`src/rtl/bus_enc_pkg.sv`:
```
// bus_enc_pkg: shared types and helpers for the bus-select encoder
package bus_enc_pkg;

    typedef enum logic [1:0] {
        IDLE,
        DRIVE,
        HOLD
    } state_e;

    typedef enum logic [1:0] {
        CLS_ZERO,
        CLS_SINGLE,
        CLS_CONFLICT
    } req_class_e;

    // All-ones select value meaning "no source on the bus"
    function automatic int unsigned idle_code(input int unsigned sel_w);
        return (1 << sel_w) - 1;
    endfunction

    // A lone bit only counts as a single request when it maps to a real source
    function automatic req_class_e classify(input int unsigned ones, input logic out_of_range);
        if (ones == 0)
            return CLS_ZERO;
        else if (ones == 1 && !out_of_range)
            return CLS_SINGLE;
        else
            return CLS_CONFLICT;
    endfunction

endpackage

```
`src/rtl/onehot_prio_enc.sv`:
```
// onehot_prio_enc: classifies the request vector and resolves it to a source index
module onehot_prio_enc
    import bus_enc_pkg::*;
#(
    parameter int IN_W     = 32,
    parameter int N_SRC    = 24,
    parameter int SEL_W    = 5,
    parameter int PRIORITY = 0
) (
    input  logic [IN_W-1:0]  req,
    output logic [SEL_W-1:0] index,
    output logic             is_zero,
    output logic             is_conflict
);

    localparam logic [SEL_W-1:0] IDLE_CODE = SEL_W'(idle_code(SEL_W));

    logic             out_of_range;
    logic [SEL_W-1:0] lowest;
    req_class_e       cls;

    // Any request on an unmapped bit makes the cycle a conflict
    always_comb begin
        out_of_range = 1'b0;
        for (int i = N_SRC; i < IN_W; i++) out_of_range = out_of_range | req[i];
    end

    // Lowest mapped set bit; IDLE_CODE when no mapped bit is set
    always_comb begin
        lowest = IDLE_CODE;
        for (int i = N_SRC - 1; i >= 0; i--) if (req[i]) lowest = SEL_W'(i);
    end

    // Strict mode refuses to pick a winner on a conflict
    always_comb begin
        cls         = classify(unsigned'($countones(req)), out_of_range);
        is_zero     = cls == CLS_ZERO;
        is_conflict = cls == CLS_CONFLICT;
        index       = (is_conflict && PRIORITY == 0) ? IDLE_CODE : lowest;
    end

endmodule

```
`src/rtl/bus_select_encoder.sv`:
```
// bus_select_encoder: registered request-to-bus-select encoder with hold window and conflict tracking
module bus_select_encoder
    import bus_enc_pkg::*;
#(
    parameter int IN_W        = 32,
    parameter int N_SRC       = 24,
    parameter int SEL_W       = 5,
    parameter int PRIORITY    = 0,
    parameter int HOLD_CYCLES = 2,
    parameter int CNT_W       = 8
) (
    input  logic             clk,
    input  logic             rst_n,
    input  logic [IN_W-1:0]  req,
    input  logic             err_clr,
    output logic [SEL_W-1:0] sel,
    output logic             sel_valid,
    output logic             holding,
    output logic             err_multi,
    output logic [CNT_W-1:0] conflict_cnt
);

    localparam logic [SEL_W-1:0] IDLE_CODE = SEL_W'(idle_code(SEL_W));
    localparam int               HC_W      = HOLD_CYCLES > 1 ? $clog2(HOLD_CYCLES) : 1;
    localparam logic [HC_W-1:0]  HOLD_LOAD = HC_W'(HOLD_CYCLES - 1);
    localparam logic [CNT_W-1:0] CNT_MAX   = {CNT_W{1'b1}};

    logic [SEL_W-1:0] index;
    logic             is_zero, is_conflict, valid_idx;
    state_e           state_q, state_d;
    logic [SEL_W-1:0] sel_q, sel_d;
    logic [HC_W-1:0]  hold_q, hold_d;
    logic             sel_valid_q, sel_valid_d;
    logic             holding_q, holding_d;
    logic             err_q, err_d;
    logic [CNT_W-1:0] cnt_q, cnt_d;

    onehot_prio_enc #(
        .IN_W    (IN_W),
        .N_SRC   (N_SRC),
        .SEL_W   (SEL_W),
        .PRIORITY(PRIORITY)
    ) u_enc (
        .req        (req),
        .index      (index),
        .is_zero    (is_zero),
        .is_conflict(is_conflict)
    );

    assign valid_idx = index != IDLE_CODE;

    // Next state, select and hold countdown; any conflict that resolves to no source drops to IDLE
    always_comb begin
        state_d = state_q;
        sel_d   = sel_q;
        hold_d  = hold_q;
        case (state_q)
            IDLE: begin
                if (valid_idx) begin
                    state_d = DRIVE;
                    sel_d   = index;
                end
            end
            DRIVE: begin
                if (valid_idx) begin
                    sel_d = index;
                end else if (is_zero && HOLD_CYCLES > 0) begin
                    state_d = HOLD;
                    hold_d  = HOLD_LOAD;
                end else begin
                    state_d = IDLE;
                    sel_d   = IDLE_CODE;
                end
            end
            HOLD: begin
                if (valid_idx) begin
                    state_d = DRIVE;
                    sel_d   = index;
                end else if (!is_zero || hold_q == '0) begin
                    state_d = IDLE;
                    sel_d   = IDLE_CODE;
                end else begin
                    hold_d = hold_q - 1'b1;
                end
            end
            default: begin
                state_d = IDLE;
                sel_d   = IDLE_CODE;
            end
        endcase
        sel_valid_d = state_d != IDLE;
        holding_d   = state_d == HOLD;
    end

    // Sticky error (a conflict beats a clear) and saturating conflict count
    always_comb begin
        err_d = is_conflict | (err_q & ~err_clr);
        cnt_d = (is_conflict && cnt_q != CNT_MAX) ? cnt_q + 1'b1 : cnt_q;
    end

    // State and output registers, cleared asynchronously
    always_ff @(posedge clk or negedge rst_n) begin
        if (!rst_n) begin
            state_q     <= IDLE;
            sel_q       <= IDLE_CODE;
            hold_q      <= '0;
            sel_valid_q <= 1'b0;
            holding_q   <= 1'b0;
            err_q       <= 1'b0;
            cnt_q       <= '0;
        end else begin
            state_q     <= state_d;
            sel_q       <= sel_d;
            hold_q      <= hold_d;
            sel_valid_q <= sel_valid_d;
            holding_q   <= holding_d;
            err_q       <= err_d;
            cnt_q       <= cnt_d;
        end
    end

    assign sel          = sel_q;
    assign sel_valid    = sel_valid_q;
    assign holding      = holding_q;
    assign err_multi    = err_q;
    assign conflict_cnt = cnt_q;

endmodule

```
`config.mk`:
```
export PLATFORM = sky130hd
export DESIGN_NAME = bus_select_encoder
export DESIGN_NICKNAME = d
export VERILOG_FILES = /design/src/rtl/bus_enc_pkg.sv /design/src/rtl/onehot_prio_enc.sv /design/src/rtl/bus_select_encoder.sv
export SDC_FILE = /design/constraint.sdc
export NUM_CORES = 1
export LEC_CHECK = 0
export ABC_AREA = 1
export CORE_AREA = 2 2 72 74
export DETAILED_ROUTE_END_ITERATION = 8
export DIE_AREA = 0 0 74 76
export GPL_TIMING_DRIVEN = 0
export PLACE_DENSITY_LB_ADDON = 0.3
export SYNTH_ARGS = -nofsm -noshare
export SYNTH_HDL_FRONTEND = slang
export SYNTH_SLANG_ARGS = --single-unit
```
`constraint.sdc`:
```
create_clock -name clk -period 2.2 [get_ports clk]
set_clock_uncertainty 0.1 [all_clocks]
set_input_delay 0.22 -clock clk [delete_from_list [all_inputs] [get_ports clk]]
set_output_delay 0.22 -clock clk [all_outputs]
set_load 0.02 [all_outputs]
```
# [Word-level counts from Yosys, hierarchy flattened]
# Index checks and enable logic that the tools add are counted.
[word_totals] regBits=19 output_inout_bits=16
[classes] n_addsub=33 n_eq_ne=14 n_mux=44 bitwise_logic=11 n_reduce_logical=12
[ops] operator="adder 32 bit" n=15
[ops] operator="2-to-1 mux 5 bit" n=22
[ops] operator="adder 1 x 1 -> 2 bit" n=16
[ops] operator="== test 32 x 1 -> 1 bit (second input constant)" n=1
[ops] operator="logical NOT 32 bit" n=1
[ops] operator="2-to-1 mux 4 bit" n=8
[ops] operator="one-hot mux 5 bit (3 select lines)" n=1
[ops] operator="2-to-1 mux 2 bit" n=7
[ops] operator="!= test 2 bit (second input constant)" n=5
[ops] operator="adder 8 x 1 -> 8 bit (second input constant)" n=1
[ops] operator="!= test 8 bit (second input constant)" n=1
[ops] operator="OR 1 bit" n=8
[ops] operator="== test 2 bit (second input constant)" n=3
[ops] operator="!= test 3 bit (second input constant)" n=2
[ops] operator="one-hot mux 2 bit (3 select lines)" n=1
[ops] operator="!= test 5 bit (second input constant)" n=1
[ops] operator="AND reduction 5 bit" n=1
[ops] operator="logical NOT 2 bit" n=2
[ops] operator="2-to-1 mux 1 bit" n=4
[ops] operator="nonzero test 2 bit" n=2
[ops] operator="AND reduction 3 bit" n=1
[ops] operator="== test 2 x 1 -> 1 bit (second input constant)" n=1
[ops] operator="logical AND 1 bit" n=2
[ops] operator="logical NOT 1 bit" n=2
[ops] operator="other kinds (5)" n=6

# [Logic depth before layout (Yosys ltp)]
[depth] ltp_word=29 mapped_depth=29

# [Modules after synthesis]
# A second synthesis with hierarchy kept.
[hier_totals] cells_unflattened=287 hier_area_um2=2150.8
[by_module_without_submodules] mod="onehot_prio_enc" instances=1 cells_each=166 area_each_um2=1128.6 seq_area_each_um2=0.0
[by_module_without_submodules] mod="bus_select_encoder" instances=1 cells_each=121 area_each_um2=1022.2 seq_area_each_um2=481.7

# [Least setup slack after synthesis]
# OpenSTA, ideal clock, no wires.
[synth_path] path_kind="input-to-reg" startpoint="input req[24]" endpoint="register sel_q[0] (netlist: sel[0])" setup_ns=0.072 arrival_ns=5.045 required_ns=2.028 slack_ns=-3.017 stages=22 n_path_buf=0 path_cell_list="inv_1 ha_1 inv_1 fa_1 fa_1 fa_1 fa_1 fa_1 inv_1 ha_1 inv_1 fa_1 o21ai_0 a21oi_1 o21a_1 nand2_1 a21oi_1 nor4_4 nand2_4 o21ai_4 nand2_1 o21ai_1"
[synth_via] elab_chain_cells=16 elab_cells_between_ends=32
[synth_rtl] item="start, declared" line_no="bus_select_encoder.sv:14" rtl="input logic [IN_W-1:0] req,"
[synth_rtl] item="parallel branches: the longest is 10 deep, another holds adder 32 bit"
[synth_rtl] item="2-to-1 mux 2 bit *" line_no="bus_enc_pkg.sv:23" rtl="if (ones == 0)"
[synth_rtl] item="== test 2 bit or logical NOT 2 bit (tied branches)" line_no="onehot_prio_enc.sv:38, onehot_prio_enc.sv:37"
[synth_rtl] item="2-to-1 mux 5 bit or logical NOT 1 bit (tied branches)" line_no="onehot_prio_enc.sv:39, bus_select_encoder.sv:79"
[synth_rtl] item="!= test 5 bit or logical OR 1 bit (tied branches)" line_no="bus_select_encoder.sv:50, bus_select_encoder.sv:79"
[synth_rtl] item="!= test 3 bit (no line) (tied with other cells)"
[synth_rtl] item="AND reduction 3 bit (no line) or one-hot mux 5 bit (3 select lines) (tied branches)"
[synth_rtl] item="end signal, assigned" line_no="bus_select_encoder.sv:113" rtl="sel_q <= sel_d;"
[synth_rtl] item="end, declared" line_no="bus_select_encoder.sv:31" rtl="logic [SEL_W-1:0] sel_q, sel_d;"
# Every way passes the cells marked *. The select of a mux whose other input is x is not followed.
# A chain may end at the register's enable or synchronous reset.

# [Final worst setup path]
[layout_path] startpoint="input req[2]" endpoint="register holding_q (netlist: holding)"
[layout_via] elab_chain_cells=16 elab_cells_between_ends=26
[layout_rtl] item="parallel branches: the longest is 14 deep, another holds adder 32 bit"
[layout_rtl] item="one-hot mux 2 bit (3 select lines) *" line_no="bus_select_encoder.sv:57" rtl="case (state_q)"
[layout_rtl] item="== test 2 bit *" line_no="bus_select_encoder.sv:92" rtl="holding_d = state_d == HOLD;"
[layout_rtl] item="net holding_d" line_no="bus_select_encoder.sv:34" rtl="logic holding_q, holding_d;"
[layout_rtl] item="end signal, assigned" line_no="bus_select_encoder.sv:116" rtl="holding_q <= holding_d;"
[layout_rtl] item="end, declared" line_no="bus_select_encoder.sv:34"
# Mark *: on every way through the listed nets, which the timed path passes.

==> PnR_summary.wiki <==
{| class="wikitable"
! Metric !! Value
|-
| Failing checks || negative setup slack
|-
| Wire length the detailed router placed on met1 || 2114 µm
|-
| Number of top-level design ports || a little over 50
|-
| Top-area cell type share of the netlist area || 0.2083
|-
| Count of cell types in the netlist || 31
|-
| Yosys top cell by area || sky130_fd_sc_hd__fa_1
|-
| Detailed placer's ending HPWL || between 4000 and 5000 µm
|-
| Top cells by area in the synthesized netlist || sky130_fd_sc_hd__fa_1, sky130_fd_sc_hd__ha_1, sky130_fd_sc_hd__dfrtp_1, sky130_fd_sc_hd__inv_1, sky130_fd_sc_hd__nand2_1
|-
| Antenna diode instance count || 0
|-
| Number of pins exceeding their max-slew limit in the final report || 0
|-
| H-tree depth || 1
|-
| Worst slack at placement || -3.691 ns
|-
| First-pass iteration count of the detailed router || 4
|-
| Effective utilization at floorplan || 0.5087
|-
| Die height || 76 µm
|-
| Total vias in the final route || between 2000 and 2500
|-
| Net count, final || 470
|-
| Total clock buffers created by CTS || 3
|-
| Residual DRC count || 0
|-
| Post-synth EDFFs || 0
|-
| Clock tree from TritonCTS || yes
|-
| Average detailed-routed wire length per instance || 12.46 µm
|-
| Critical path class || in -> reg
|-
| Final-report hold violation count || 0
|-
| DIE AREA || roughly 5600 µm²
|-
| Fraction of layout cells with a size suffix above 1 || 0.3422
|-
| Critical Path Source Type || primary input
|-
| Required time of the critical path || 2.28 ns
|-
| Clock-pin transition on the worst setup and hold timing paths || 0.08 ns
|-
| Aggregate routed wire length || 5531 µm
|-
| Initial DRC count || 45
|-
| Cell with the most instances after synthesis || sky130_fd_sc_hd__inv_1
|-
| Setup tns final || -52.09 ns
|-
| # fillers || 361
|-
| CTS root buf || sky130_fd_sc_hd__clkbuf_8
|-
| GP Congestion || 0.8309
|-
| Number of sinks driven by the clock tree || 19
|-
| Number of buffers added on ports || 50
|-
| Data arrival time of the critical path || 5.18 ns
|-
| Maximum number of pins on one net before global-route repair || 20
|-
| Slew at the pin closest to its max-slew limit || ~0.8 ns
|-
| Cell area after synthesis || 2499 µm²
|-
| Core outline area || 4912 µm²
|-
| First-pass GRT wire length || 9528 µm
|-
| Largest buffer count on any clock path || 2
|-
| Final cycle utilization of the critical path || 2.317
|-
| Met2 wire length || 3160 µm
|-
| Sequential area share after synthesis || 0.1928
|-
| Synthesized net count || 406
|-
| Top Metal Used || met4
|-
| Average size of a mapped cell || 8.034 µm²
|-
| Horizontal extent of the die || 74 µm
|-
| Overall overflow remaining after global route || 0
|-
| Most instantiated flip-flop cell in the synthesis netlist || sky130_fd_sc_hd__dfrtp_1
|-
| Area growth, synth to finish || 41.61%
|-
| Outcome || finished, violations left
|-
| Routed vias/inst || between 4 and 5
|-
| Detail Route met3 WL || between 150 and 200 µm
|-
| Worst hold path type || in -> async
|-
| Post-route ant nets || 0
|-
| Count of standard-cell rows || 26
|-
| Highest achievable clock rate || 0.1961 GHz
|-
| RSZ-0062 raised after global routing || yes
|-
| Post-synthesis async set-or-reset flop share || 1.000
|-
| Clock latency on the worst-skew pair || 0.26 ns
|-
| Count of synthesis-stage warnings from yosys || 0
|-
| Post-synthesis sequential element count || 19
|-
| Count of endpoints failing setup in the final report || 19
|-
| Number of antenna violations at the first check in global routing || 0
|-
| Worst setup EP type || flip-flop
|-
| Global-route total usage across every layer || 0.2122
|-
| Top fanout value on the critical path || 8
|-
| Worst slew slack as a fraction of its limit || 0.4633
|-
| Shortest period the worst path allows || 5.098 ns
|-
| Final setup slack of the worst path || -2.898 ns
|-
| Top post-synthesis cells by count || sky130_fd_sc_hd__inv_1, sky130_fd_sc_hd__nand2_1, sky130_fd_sc_hd__ha_1
|-
| Post-Synthesis Cells || a little over 300
|-
| Max-Cap Viols || 0
|-
| Number of global-route vias before repair || between 2000 and 2500
|}
## routing by layer
metal / up-vias / GRT usage
li1: 1065 / -
met1: 996 / 0.2606
met2: 46 / 0.3964
met3: 8 / 0.01190
met4: 0 / 0.04909
met5: - / 0
## final timing paths
path	from	end	cells after the start	slack [ns]
max in group asynchronous	rst_n	hold_q$_DFFE_PN0P_	1	1.17
min in group clk	sel[3]$_DFFE_PN1P_	sel[3]$_DFFE_PN1P_	2	0.37
hold reg to reg	sel[3]$_DFFE_PN1P_	sel[3]$_DFFE_PN1P_	2	0.37
setup reg to reg	conflict_cnt[0]$_DFFE_PN0P_	conflict_cnt[7]$_DFFE_PN0P_	11	0.21
hold / removal	rst_n	conflict_cnt[1]$_DFFE_PN0P_	1	0.32
setup / recovery	req[2]	holding$_DFF_PN0_	26	-2.90
## flip-flops by register name, indices dropped and copies added, names as in the netlist
signal and flops:
state_q 2, conflict_cnt 8, hold_q 1, err_multi 1, sel 5, holding 1
sel_valid 1
## cell families after synthesis
logic type | synth area share
and+or+nand+nor | 0.1803
DFF | 0.1928
buffers and inverters | 0.1397
adders and majority gates | 0.3786
AOI/OAI and AO/OA | 0.07712
xor gates and xnor gates | 0.03155
## timing repair
item                       CTS  global route
buffers inserted             9             0
gates cloned                 1             0
pin swaps                   25            10
hold buffers                 0             0
gates resized for setup    160            36
setup endpoints to repair   19            19
## critical path: stages
cell	delay, ns
sky130_fd_sc_hd__buf_8	0.08
sky130_fd_sc_hd__ha_4	0.12
sky130_fd_sc_hd__inv_2	0.03
sky130_fd_sc_hd__fa_1	0.55
sky130_fd_sc_hd__inv_2	0.04
sky130_fd_sc_hd__fa_1	0.49
sky130_fd_sc_hd__inv_1	0.05
sky130_fd_sc_hd__fa_1	0.47
sky130_fd_sc_hd__fa_1	0.57
sky130_fd_sc_hd__fa_1	0.41
sky130_fd_sc_hd__inv_1	0.07
sky130_fd_sc_hd__ha_2	0.18
sky130_fd_sc_hd__inv_2	0.04
sky130_fd_sc_hd__fa_2	0.52
sky130_fd_sc_hd__o21ai_2	0.06
sky130_fd_sc_hd__a21oi_2	0.11
sky130_fd_sc_hd__o21a_1	0.17
sky130_fd_sc_hd__nand2_4	0.11
sky130_fd_sc_hd__a31oi_4	0.21
sky130_fd_sc_hd__nor4_4	0.07
sky130_fd_sc_hd__buf_4	0.15
sky130_fd_sc_hd__nand2_8	0.10
sky130_fd_sc_hd__nand3_4	0.08
sky130_fd_sc_hd__nand3_2	0.10
sky130_fd_sc_hd__nand2_2	0.07
sky130_fd_sc_hd__nor2_1	0.09
## placed cells by master (no fill, tap or decap), types with 3 or more instances in the layout
| cell | synthesis | final |
|---|---|---|
| sky130_fd_sc_hd__fa_2 | 0 | 9 |
| sky130_fd_sc_hd__o21ai_1 | 5 | 6 |
| sky130_fd_sc_hd__dfstp_2 | 5 | 5 |
| sky130_fd_sc_hd__nand3_2 | 0 | 4 |
| sky130_fd_sc_hd__nor2_2 | 0 | 3 |
| sky130_fd_sc_hd__ha_4 | 0 | 12 |
| sky130_fd_sc_hd__nor2_1 | 19 | 15 |
| sky130_fd_sc_hd__inv_1 | 90 | 68 |
| sky130_fd_sc_hd__buf_4 | 0 | 7 |
| sky130_fd_sc_hd__inv_2 | 3 | 22 |
| sky130_fd_sc_hd__nand2_1 | 52 | 44 |
| sky130_fd_sc_hd__clkdlybuf4s50_1 | 0 | 26 |
| sky130_fd_sc_hd__a21oi_4 | 0 | 3 |
| sky130_fd_sc_hd__xor2_1 | 6 | 6 |
| sky130_fd_sc_hd__fa_1 | 26 | 17 |
| sky130_fd_sc_hd__a21oi_1 | 11 | 7 |
| sky130_fd_sc_hd__clkbuf_8 | 0 | 3 |
| sky130_fd_sc_hd__buf_6 | 0 | 7 |
| sky130_fd_sc_hd__dfrtp_1 | 14 | 14 |
| sky130_fd_sc_hd__nand3_1 | 16 | 11 |
| sky130_fd_sc_hd__nand2_4 | 2 | 5 |
| sky130_fd_sc_hd__buf_2 | 0 | 16 |
| sky130_fd_sc_hd__nand2_2 | 2 | 6 |
| sky130_fd_sc_hd__ha_1 | 34 | 20 |
## per-stage QoR
| stage | utilization | instance area (µm²) | hold slack, ns | cells |
|---|---|---|---|---|
| after floorplan | - | 2561 | -0.1756 | 311 |
| after global routing | 0.7203 | 3538 | 0.3895 | 444 |
| final | 0.7203 | 3538 | 0.3189 | 444 |
| after detailed placement | 0.6411 | 3149 | 0.3697 | 431 |
| after CTS | 0.7033 | 3455 | 0.3624 | 444 |
| after global placement | 0.6411 | 3149 | 0.3578 | 431 |
## layout make-up
class	count	area [µm²]	share of cell area
Multi-Input combinational cell	200	2062	0.5827
Timing Repair Buffer	58	501.7	0.1418
Sequential cell	19	481.7	0.1361
Inverter	93	359.1	0.1015
Tap cell	70	87.58	0.02475
Clock buffer	3	41.29	0.01167
Clock inverter	1	5.005	0.001414
Power is not shown: default switching activity piles up to over one toggle a cycle in this logic, so the estimate is an artifact.
